==> config.mk <==
export PLATFORM = sky130hd
export DESIGN_NAME = crank_signal_gen
export DESIGN_NICKNAME = d
export VERILOG_FILES = /design/src/rtl/hwag_pkg.sv /design/src/rtl/counter_compare.sv /design/src/rtl/crank_signal_gen.sv
export SDC_FILE = /design/constraint.sdc
export NUM_CORES = 1
export LEC_CHECK = 0
export BUFFER_PORTS_ARGS = -buffer_cell sky130_fd_sc_hd__clkbuf_2
export CAP_MARGIN = 30
export CORE_MARGIN = 8
export CORE_UTILIZATION = 55
export CTS_CLUSTER_DIAMETER = 80
export DETAILED_ROUTE_END_ITERATION = 16
export PLACE_DENSITY = 0.74
export SLEW_MARGIN = 0
export SYNTH_ARGS = -nofsm -noshare
export SYNTH_HDL_FRONTEND = slang
export SYNTH_SLANG_ARGS = --single-unit
==> constraint.sdc <==
create_clock -name clk -period 10.05 [get_ports clk]
set_clock_uncertainty 0.2 [all_clocks]
set_input_delay 1.005 -clock clk [delete_from_list [all_inputs] [get_ports clk]]
set_output_delay 1.005 -clock clk [all_outputs]
set_load 0.02 [all_outputs]
==> src/rtl/hwag_pkg.sv <==
// rtl/hwag_pkg.sv - shared constants and FSM state type for the crank signal generator
// Contents:
//   PCNT_WIDTH      default width of the tooth-period / pitch-counter datapath
//   PERIOD_MIN/MAX  receiver-valid window for a written tooth period, in clk cycles
//   crank_state_t   generator FSM states
package hwag_pkg;

    localparam int PCNT_WIDTH = 24;

    // 5592405 * 3 = 24'hFFFFFF, so three pitches always fit in the counter width.
    localparam int PERIOD_MIN = 512;
    localparam int PERIOD_MAX = 5592405;

    typedef enum logic [1:0] {
        IDLE,
        TOOTH_HI,
        TOOTH_LO,
        GAP
    } crank_state_t;

endpackage

==> src/rtl/counter_compare.sv <==
// rtl/counter_compare.sv - free-running up counter with synchronous clear and terminal compare
// Ports:
//   clk    in   clock, rising edge
//   rst    in   asynchronous active-high reset, clears count
//   srst   in   synchronous clear; count is 0 on the next cycle
//   dtop   in   terminal value compared against count
//   count  out  current count
//   hit    out  count == dtop
module counter_compare #(
    parameter int WIDTH = 24
) (
    input  logic             clk,
    input  logic             rst,
    input  logic             srst,
    input  logic [WIDTH-1:0] dtop,
    output logic [WIDTH-1:0] count,
    output logic             hit
);

    always_ff @(posedge clk or posedge rst) begin
        if (rst) begin
            count <= '0;
        end else if (srst) begin
            count <= '0;
        end else begin
            count <= count + WIDTH'(1);
        end
    end

    assign hit = (count == dtop);

endmodule

==> src/rtl/crank_signal_gen.sv <==
// rtl/crank_signal_gen.sv - synthetic missing-tooth crank trigger-wheel signal generator
// Ports:
//   clk         in   clock, rising edge
//   rst         in   asynchronous active-high reset
//   ena         in   generator run enable; low returns to IDLE next cycle
//   period      in   requested tooth pitch in clk cycles
//   period_wr   in   strobe capturing period into the staging register
//   crank_out   out  trigger-wheel signal, high during the first half of each real tooth
//   tooth_num   out  current pitch index 0..TEETH_TOTAL-1
//   gap_active  out  high during the missing-tooth pitches
//   rev_strobe  out  one-cycle pulse on the first cycle of tooth 0
//   period_err  out  one-cycle pulse after a rejected period write
module crank_signal_gen
    import hwag_pkg::*;
#(
    parameter int                    PCNT_WIDTH    = hwag_pkg::PCNT_WIDTH,
    parameter int                    TEETH_TOTAL   = 60,
    parameter int                    TEETH_MISSING = 2,
    parameter logic [PCNT_WIDTH-1:0] DEF_PERIOD    = PCNT_WIDTH'(24'd4000)
) (
    input  logic                  clk,
    input  logic                  rst,
    input  logic                  ena,
    input  logic [PCNT_WIDTH-1:0] period,
    input  logic                  period_wr,
    output logic                  crank_out,
    output logic [7:0]            tooth_num,
    output logic                  gap_active,
    output logic                  rev_strobe,
    output logic                  period_err
);

    localparam logic [7:0]            LAST_TOOTH = 8'(TEETH_TOTAL - 1);
    localparam logic [7:0]            LAST_REAL  = 8'(TEETH_TOTAL - TEETH_MISSING - 1);
    localparam logic [PCNT_WIDTH-1:0] P_MIN      = PCNT_WIDTH'(PERIOD_MIN);
    localparam logic [PCNT_WIDTH-1:0] P_MAX      = PCNT_WIDTH'(PERIOD_MAX);

    crank_state_t          state;
    crank_state_t          state_nxt;
    logic [PCNT_WIDTH-1:0] staging;
    logic [PCNT_WIDTH-1:0] active;
    logic [PCNT_WIDTH-1:0] pcnt;
    logic [PCNT_WIDTH-1:0] dtop;
    logic [PCNT_WIDTH-1:0] half_m1;
    logic                  pitch_end;
    logic                  hi_end;
    logic                  cnt_srst;
    logic                  period_ok;
    logic                  load_active;
    logic                  rev_nxt;
    logic [7:0]            tooth_nxt;

    assign dtop      = active - PCNT_WIDTH'(1);
    assign half_m1   = (active >> 1) - PCNT_WIDTH'(1);
    assign hi_end    = (pcnt == half_m1);
    assign period_ok = (period >= P_MIN) && (period <= P_MAX);

    // Held at 0 while idle or disabled so the first TOOTH_HI cycle sees pcnt=0.
    assign cnt_srst  = (state == IDLE) || !ena || pitch_end;

    counter_compare #(
        .WIDTH(PCNT_WIDTH)
    ) u_pcnt (
        .clk  (clk),
        .rst  (rst),
        .srst (cnt_srst),
        .dtop (dtop),
        .count(pcnt),
        .hit  (pitch_end)
    );

    always_ff @(posedge clk or posedge rst) begin
        if (rst) begin
            state <= IDLE;
        end else begin
            state <= state_nxt;
        end
    end

    always_comb begin
        state_nxt   = state;
        tooth_nxt   = tooth_num;
        rev_nxt     = 1'b0;
        load_active = 1'b0;
        if (!ena) begin
            state_nxt = IDLE;
            tooth_nxt = 8'd0;
        end else begin
            case (state)
                IDLE: begin
                    state_nxt   = TOOTH_HI;
                    tooth_nxt   = 8'd0;
                    rev_nxt     = 1'b1;
                    load_active = 1'b1;
                end
                TOOTH_HI: begin
                    if (hi_end) begin
                        state_nxt = TOOTH_LO;
                    end
                end
                TOOTH_LO: begin
                    if (pitch_end) begin
                        if (tooth_num != LAST_REAL) begin
                            state_nxt = TOOTH_HI;
                            tooth_nxt = tooth_num + 8'd1;
                        end else if (TEETH_MISSING == 0) begin
                            state_nxt   = TOOTH_HI;
                            tooth_nxt   = 8'd0;
                            rev_nxt     = 1'b1;
                            load_active = 1'b1;
                        end else begin
                            state_nxt = GAP;
                            tooth_nxt = tooth_num + 8'd1;
                        end
                    end
                end
                GAP: begin
                    if (pitch_end) begin
                        if (tooth_num == LAST_TOOTH) begin
                            state_nxt   = TOOTH_HI;
                            tooth_nxt   = 8'd0;
                            rev_nxt     = 1'b1;
                            load_active = 1'b1;
                        end else begin
                            tooth_nxt = tooth_num + 8'd1;
                        end
                    end
                end
                default: begin
                    state_nxt = IDLE;
                    tooth_nxt = 8'd0;
                end
            endcase
        end
    end

    // Outputs are flops fed from the next-state decode so they line up with state.
    // A period write on the tooth-0 entry cycle lands in staging after active has
    // sampled the old staging value, so it applies from the following revolution.
    always_ff @(posedge clk or posedge rst) begin
        if (rst) begin
            crank_out  <= 1'b0;
            tooth_num  <= 8'd0;
            gap_active <= 1'b0;
            rev_strobe <= 1'b0;
            period_err <= 1'b0;
            staging    <= DEF_PERIOD;
            active     <= DEF_PERIOD;
        end else begin
            crank_out  <= (state_nxt == TOOTH_HI);
            tooth_num  <= tooth_nxt;
            gap_active <= (state_nxt == GAP);
            rev_strobe <= rev_nxt;
            period_err <= period_wr && !period_ok;
            if (period_wr && period_ok) begin
                staging <= period;
            end
            if (load_active) begin
                active <= staging;
            end
        end
    end

endmodule

# Word level (Yosys, flattened, before mapping)
# Cells that the tools add are included.
[classes]
shift = 0
n_eq_ne = 12
reduce_logical = 9
div = 0
n_mux = 17
magnitude_cmp = 2
n_mul = 0
bitwise = 0
n_addsub = 4
[op_table]
columns = ["op", "n"]
rows = [
  ["$eq A24 B24 Y1", 2],
  ["$mux W8", 4],
  ["$add A24 B1 Y24 const B", 1],
  ["$ge A24 B10 Y1 const B", 1],
  ["$le A24 B23 Y1 const B", 1],
  ["$mux W24", 1],
  ["$pmux W8 S3", 1],
  ["$sub A23 B1 Y24 const B", 1],
  ["$sub A24 B1 Y24 const B", 1],
  ["$mux W2", 6],
  ["$add A8 B1 Y8 const B", 1],
  ["$eq A8 B6 Y1 const B", 1],
  ["$ne A8 B6 Y1 const B", 1],
  ["$pmux W2 S4", 1],
  ["$eq A2 B2 Y1 const B", 3],
  ["$ne A3 B3 Y1 const B", 2],
  ["$eq A2 B1 Y1 const B", 2],
  ["$ne A4 B1 Y1 const B", 1],
  ["$logic_and A1 B1 Y1", 3],
  ["$mux W1", 3],
  ["$reduce_and A3 Y1", 1],
  ["$logic_not A1 Y1", 2],
  ["$logic_not A2 Y1", 1],
  ["$logic_or A1 B1 Y1", 2],
  ["$pmux W1 S2", 1],
]
[word_totals]
ram_bits = 0
mem_count = 0
rom_bits = 0
ff_bits = 86
inputBits = 28
latch_bits = 0
elab_cells = 53

# Longest topological paths before layout
[depth]
depth_word = 6
depth_mapped = 13

# Hierarchy
# A second synthesis with hierarchy kept.
[unflattened]
hier_cells = 561
hier_area_um2 = 5456.5
[by_module_without_submodules]
columns = ["mod", "seq_area_each_um2", "cells_each", "n_inst", "area_per_inst_um2"]
rows = [
  ["crank_signal_gen", 1566.5, 402, 1, 3962.6],
  ["counter_compare", 600.6, 159, 1, 1493.9],
]

# Worst setup path after synthesis
# No wires, ideal clock.
[synth_timing]
path_kind = "input-to-reg"
startpoint = "input port period[1]"
endpoint = "register staging[12]"
slack_ns = 6.444
required_ns = 9.725
path_buffers = 2
arrival_ns = 3.282
path_stages = 11
path_cell_list = "o21a_1 o21a_1 o21a_1 o21a_1 o21ai_0 a2111oi_0 a2111oi_0 and2_1 clkbuf_1 clkbuf_1 mux2_2"
[synth_via]
elab_chain_len = 3
[synth_lines]
columns = ["element", "line", "text"]
rows = [
  ["start: declaration", "crank_signal_gen.sv:24", "input logic [PCNT_WIDTH-1:0] period,"],
  ["$ge A24 B10 Y1 or $le A24 B23 Y1 (tied branches)", "crank_signal_gen.sv:56", "assign period_ok = (period >= P_MIN) && (period <= P_MAX);"],
  ["$logic_and A1 B1 Y1 *", "crank_signal_gen.sv:56", ""],
  ["$logic_and A1 B1 Y1 *", "crank_signal_gen.sv:155", "if (period_wr && period_ok) begin"],
  ["end signal: assignment", "crank_signal_gen.sv:156", "staging <= period;"],
  ["end: declaration", "crank_signal_gen.sv:40", "logic [PCNT_WIDTH-1:0] staging;"],
]
# Every way passes the cells marked *; elsewhere a longest branch is shown, timed or not.
# A chain may end at the register's enable or synchronous reset.

# Final worst setup path
[layout_timing]
startpoint = "register active[2]"
endpoint = "register active[19]"
[layout_via]
elab_chain_len = 5
[layout_lines]
columns = ["element", "line", "text"]
rows = [
  ["start: declaration", "crank_signal_gen.sv:41", "logic [PCNT_WIDTH-1:0] active;"],
  ["start signal: assignment", "crank_signal_gen.sv:159", "active <= staging;"],
  ["$sub A24 B1 Y24", "crank_signal_gen.sv:53", "assign dtop = active - PCNT_WIDTH'(1);"],
  ["$eq A24 B24 Y1", "counter_compare.sv:30", "assign hit = (count == dtop);"],
  ["$mux W1", "crank_signal_gen.sv:118", "if (pitch_end) begin"],
  ["$pmux W1 S2", "crank_signal_gen.sv:89", "case (state)"],
  ["$mux W1", "crank_signal_gen.sv:85", "if (!ena) begin"],
]
# No other way between the ends.

==> impl_metrics.yaml <==
status:
  status: "finished, final reports clean"
clocking:
  cts_hold_buffers: 0
  numCtsBuffers: 9
  cts_buffer_depth: 2
  clockRootBuffer: "clkbuf_8"
  cts_resized: 0
  tritoncts: "yes"
  clock_insertion_delay_worst_skew_ns: 0.37
  cts_sinks: 86
  cts.htree.levels: 3
  post_cts.repair.setup_buffers: 0
  clk_pin_slew_ns: 0.09
power_and_ir_drop:
  net-switching-power_mw: 0.478
  share_comb_of_total_power: 0.343
  clock_power_share: 0.224
  switch_share: 0.382
  leakage_dissipation_nw: 2.52
  power_report.internal_total_mw: 0.773
  pwr-share-seq: 0.433
  vdd_drop_max_uv: 138
  pwr_density_cell_nw_per_um2: 206
global_route:
  overall_track_demand_over_capacity_in_global_routing: 0.212
  busiest_layer: "met2"
  vias_in_the_first_global_route: 4301
  grt_start_max_net_pins: 63
  met2_usage: 0.338
  grt.overflow.total: 0
  wire_length_of_the_first_global_routing_pass_um: 22200
  grt_use_met3: 0.0445
  antenna_found_initial: 0
  use_met1: 0.285
cells_and_area:
  layout.filler_cells: 856
  commonest_cells_after_routing_fill_and_taps_aside: "74 x dfrtp_1, 57 x nor2_1, 48 x xnor2_1"
  final_cells: 724
  final_common_cell: "dfrtp_1"
  antenna_cells_inserted: 0
  register_area_um2: 2170
  multi_input_comb_area_um2: 3170
  area_growth_pct: 9.35
  post_route_cells_drive_above_1_share: 0.225
  finish.instance_area_um2: 6060
  finalNetCount: 623
yosys:
  edff_count_synth: 0
  yosys_most_used_dff: "dfrtp_1"
  combinational_family_with_the_most_area_after_synthesis: "simple AND/OR/NAND/NOR gates"
  synth_top_area_cell: "dfrtp_1"
  adder_cell_area_share_of_the_yosys_netlist: 0.0221
  synth_async_sr_flop_share: 1.00
  synth-seq-cells: 86
  syn-cell-area_um2: 5540
  synth_sequential_area_ratio: 0.391
  synth-compound-area-share: 0.0919
  syn-num-nets: 604
  syn-mean-instance-area_um2: 9.77
  yosysWarningCount: 0
  netlist_instances: 567
  synth_xor_area_frac: 0.131
  post_synth_num_cell_types: 64
  synth.area.top_cells: "dfrtp_1 33%, xnor2_1 7.6%, dfstp_2 5.7%"
  mux_cell_area_share_after_synthesis: 0.123
  synth-simple-area-share: 0.204
  synth.top_cell.area_share: 0.334
worst_setup_path:
  endpoint_kind: "flop"
  number_of_cell_instances_on_the_worst_register_to_register_path: 12
  regToRegEndpoint: "active[19]"
  crit_path_required_time_ns: 10.10
  timing.critical_path.from_type: "flop"
  timing.reg2reg.setup_slack_ns: 5.94
  max_fanout_on_critical_path: 25
  timing.critical_path.arrival_ns: 4.17
  r2r-start: "active[2]"
  worst-setup-path-type: "reg2reg"
hold_path:
  hold_depth: 1
  whs_endpoint: "active[22]"
  hold_path_class: "reg2reg"
  holdCritStartpoint: "staging[22]"
timing:
  finalWorstPathRequiredPeriod_ns: 4.11
  final.setup.worst_slack_ns: 5.94
  finalHoldWorstSlack_ns: 0.297
  grt_setup_unrepaired: "no"
  slew_headroom: 0.470
  hold_viol_final: 0
  max_freq_ghz: 0.243
  finalSetupViolations: 0
  timing.setup.tns_ns: 0
  finalCritPeriodShare: 0.409
  slew_violations: 0
  slew_at_the_pin_closest_to_its_max_slew_limit_ns: 0.794
detailed_routing:
  drtAntennaViolNets: 0
  routed-via-count: 4329
  routed_wirelength_um: 13400
  count_of_tritonroute_iterations_in_the_first_routing_pass: 5
  drc: 0
  avgViaCountPerCell: 5.98
  detailedRoute.firstIterationViolations: 249
  detail_route.wl_per_cell_um: 18.6
placement:
  gpl.final_weighted_congestion: 0.968
  placement.io_buffers: 39
  place.detailed.hpwl_um: 10100
  placed_cells: 707
  dpl_cell_area_um2: 5810
  post-place-ws_ns: 5.86
floorplan:
  i_o_pins: 40
  dieHeight_um: 116
  starting_density: 0.567
  die_width_um: 116
  die_area_um2: 13500
  placeableCoreArea_um2: 9770
  placementRows: 36
job:
  drv.max_cap_violation_count: 0
==> per-stage QoR <==
stage	power (mW)	util
floorplan	0.853	-
global placement	0.955	0.591
detailed placement	0.964	0.594
CTS	1.25	0.617
global route	1.32	0.620
finish	1.25	0.620
==> logic make-up after synthesis <==
logic type      Yosys count
fa+ha+maj                10
xor+xnor                 83
compound gates           70
simple gates            213
mux                      55
buf+inv                  50
flops                    86
==> how the worst max path moves through the flow <==
stage              start                to  depth (start not counted)
2_1_floorplan  period[1]       staging[12]                         11
3_3_place_gp   period[1]       staging[20]                         10
3_5_place_dp   period[1]        staging[3]                         10
4_1_cts        active[2]        active[21]                         12
5_1_grt        active[2]  u_pcnt.count[22]                         10
6_report       active[2]        active[19]                         12
==> critical path, stage by stage, from the launching register on <==
cell	delay, ns
dfrtp_1	0.44
inv_1	0.11
ha_1	0.21
nor3b_2	0.50
nand4_2	0.31
or4_1	0.56
and2_1	0.18
o31ai_2	0.30
nand4_2	0.28
nor2_1	0.21
o21ai_2	0.06
buf_4	0.27
mux2_1	0.36
==> Yosys cell counts, types with 5 or more instances <==
cell,number
a21oi_1,9
a31oi_1,11
and3_1,8
clkbuf_1,32
dfrtp_1,74
dfstp_2,12
ha_1,9
inv_1,12
mux2_1,5
mux2_2,24
mux2_4,19
mux2i_1,7
nand2_1,32
nand2b_1,7
nand3_1,27
nand4_1,8
nor2_1,57
nor2b_1,7
nor3_1,19
nor4_1,22
o21a_1,6
o21ai_1,5
or4_1,7
xnor2_1,48
xor2_1,35
==> power by group through the flow <==
stage	sequential, mW	combinational [mW]	clock (mW)
2_1_floorplan	0.447	0.406	0
3_3_place_gp	0.544	0.410	0
3_5_place_dp	0.547	0.417	0
4_1_cts	0.541	0.420	0.287
5_1_grt	0.554	0.465	0.299
6_report	0.542	0.429	0.280
==> metal layers <==
| layer | part of all wire | vias up |
|---|---|---|
| met4 | 0.013 | 0 |
| li1 | - | 2050 |
| met2 | 0.48 | 133 |
| met3 | 0.056 | 19 |
| met5 | 0 | - |
| met1 | 0.45 | 2127 |
==> cell type report <==
type,instances,area share
multi-input combinational,431,0.523
inverter,13,0.00826
clock buffer,9,0.0204
clock inverter,7,0.0169
sequential,86,0.358
timing repair buffer,45,0.0463
tap,133,0.0275
==> flip-flops by register name (all words and copies together) (netlist names) <==
name / count
staging: 24
crank_out: 1
state: 2
u_pcnt.count: 24
rev_strobe: 1
active: 24
tooth_num: 8
period_err: 1
gap_active: 1
Power figures use the tool's default switching activity.
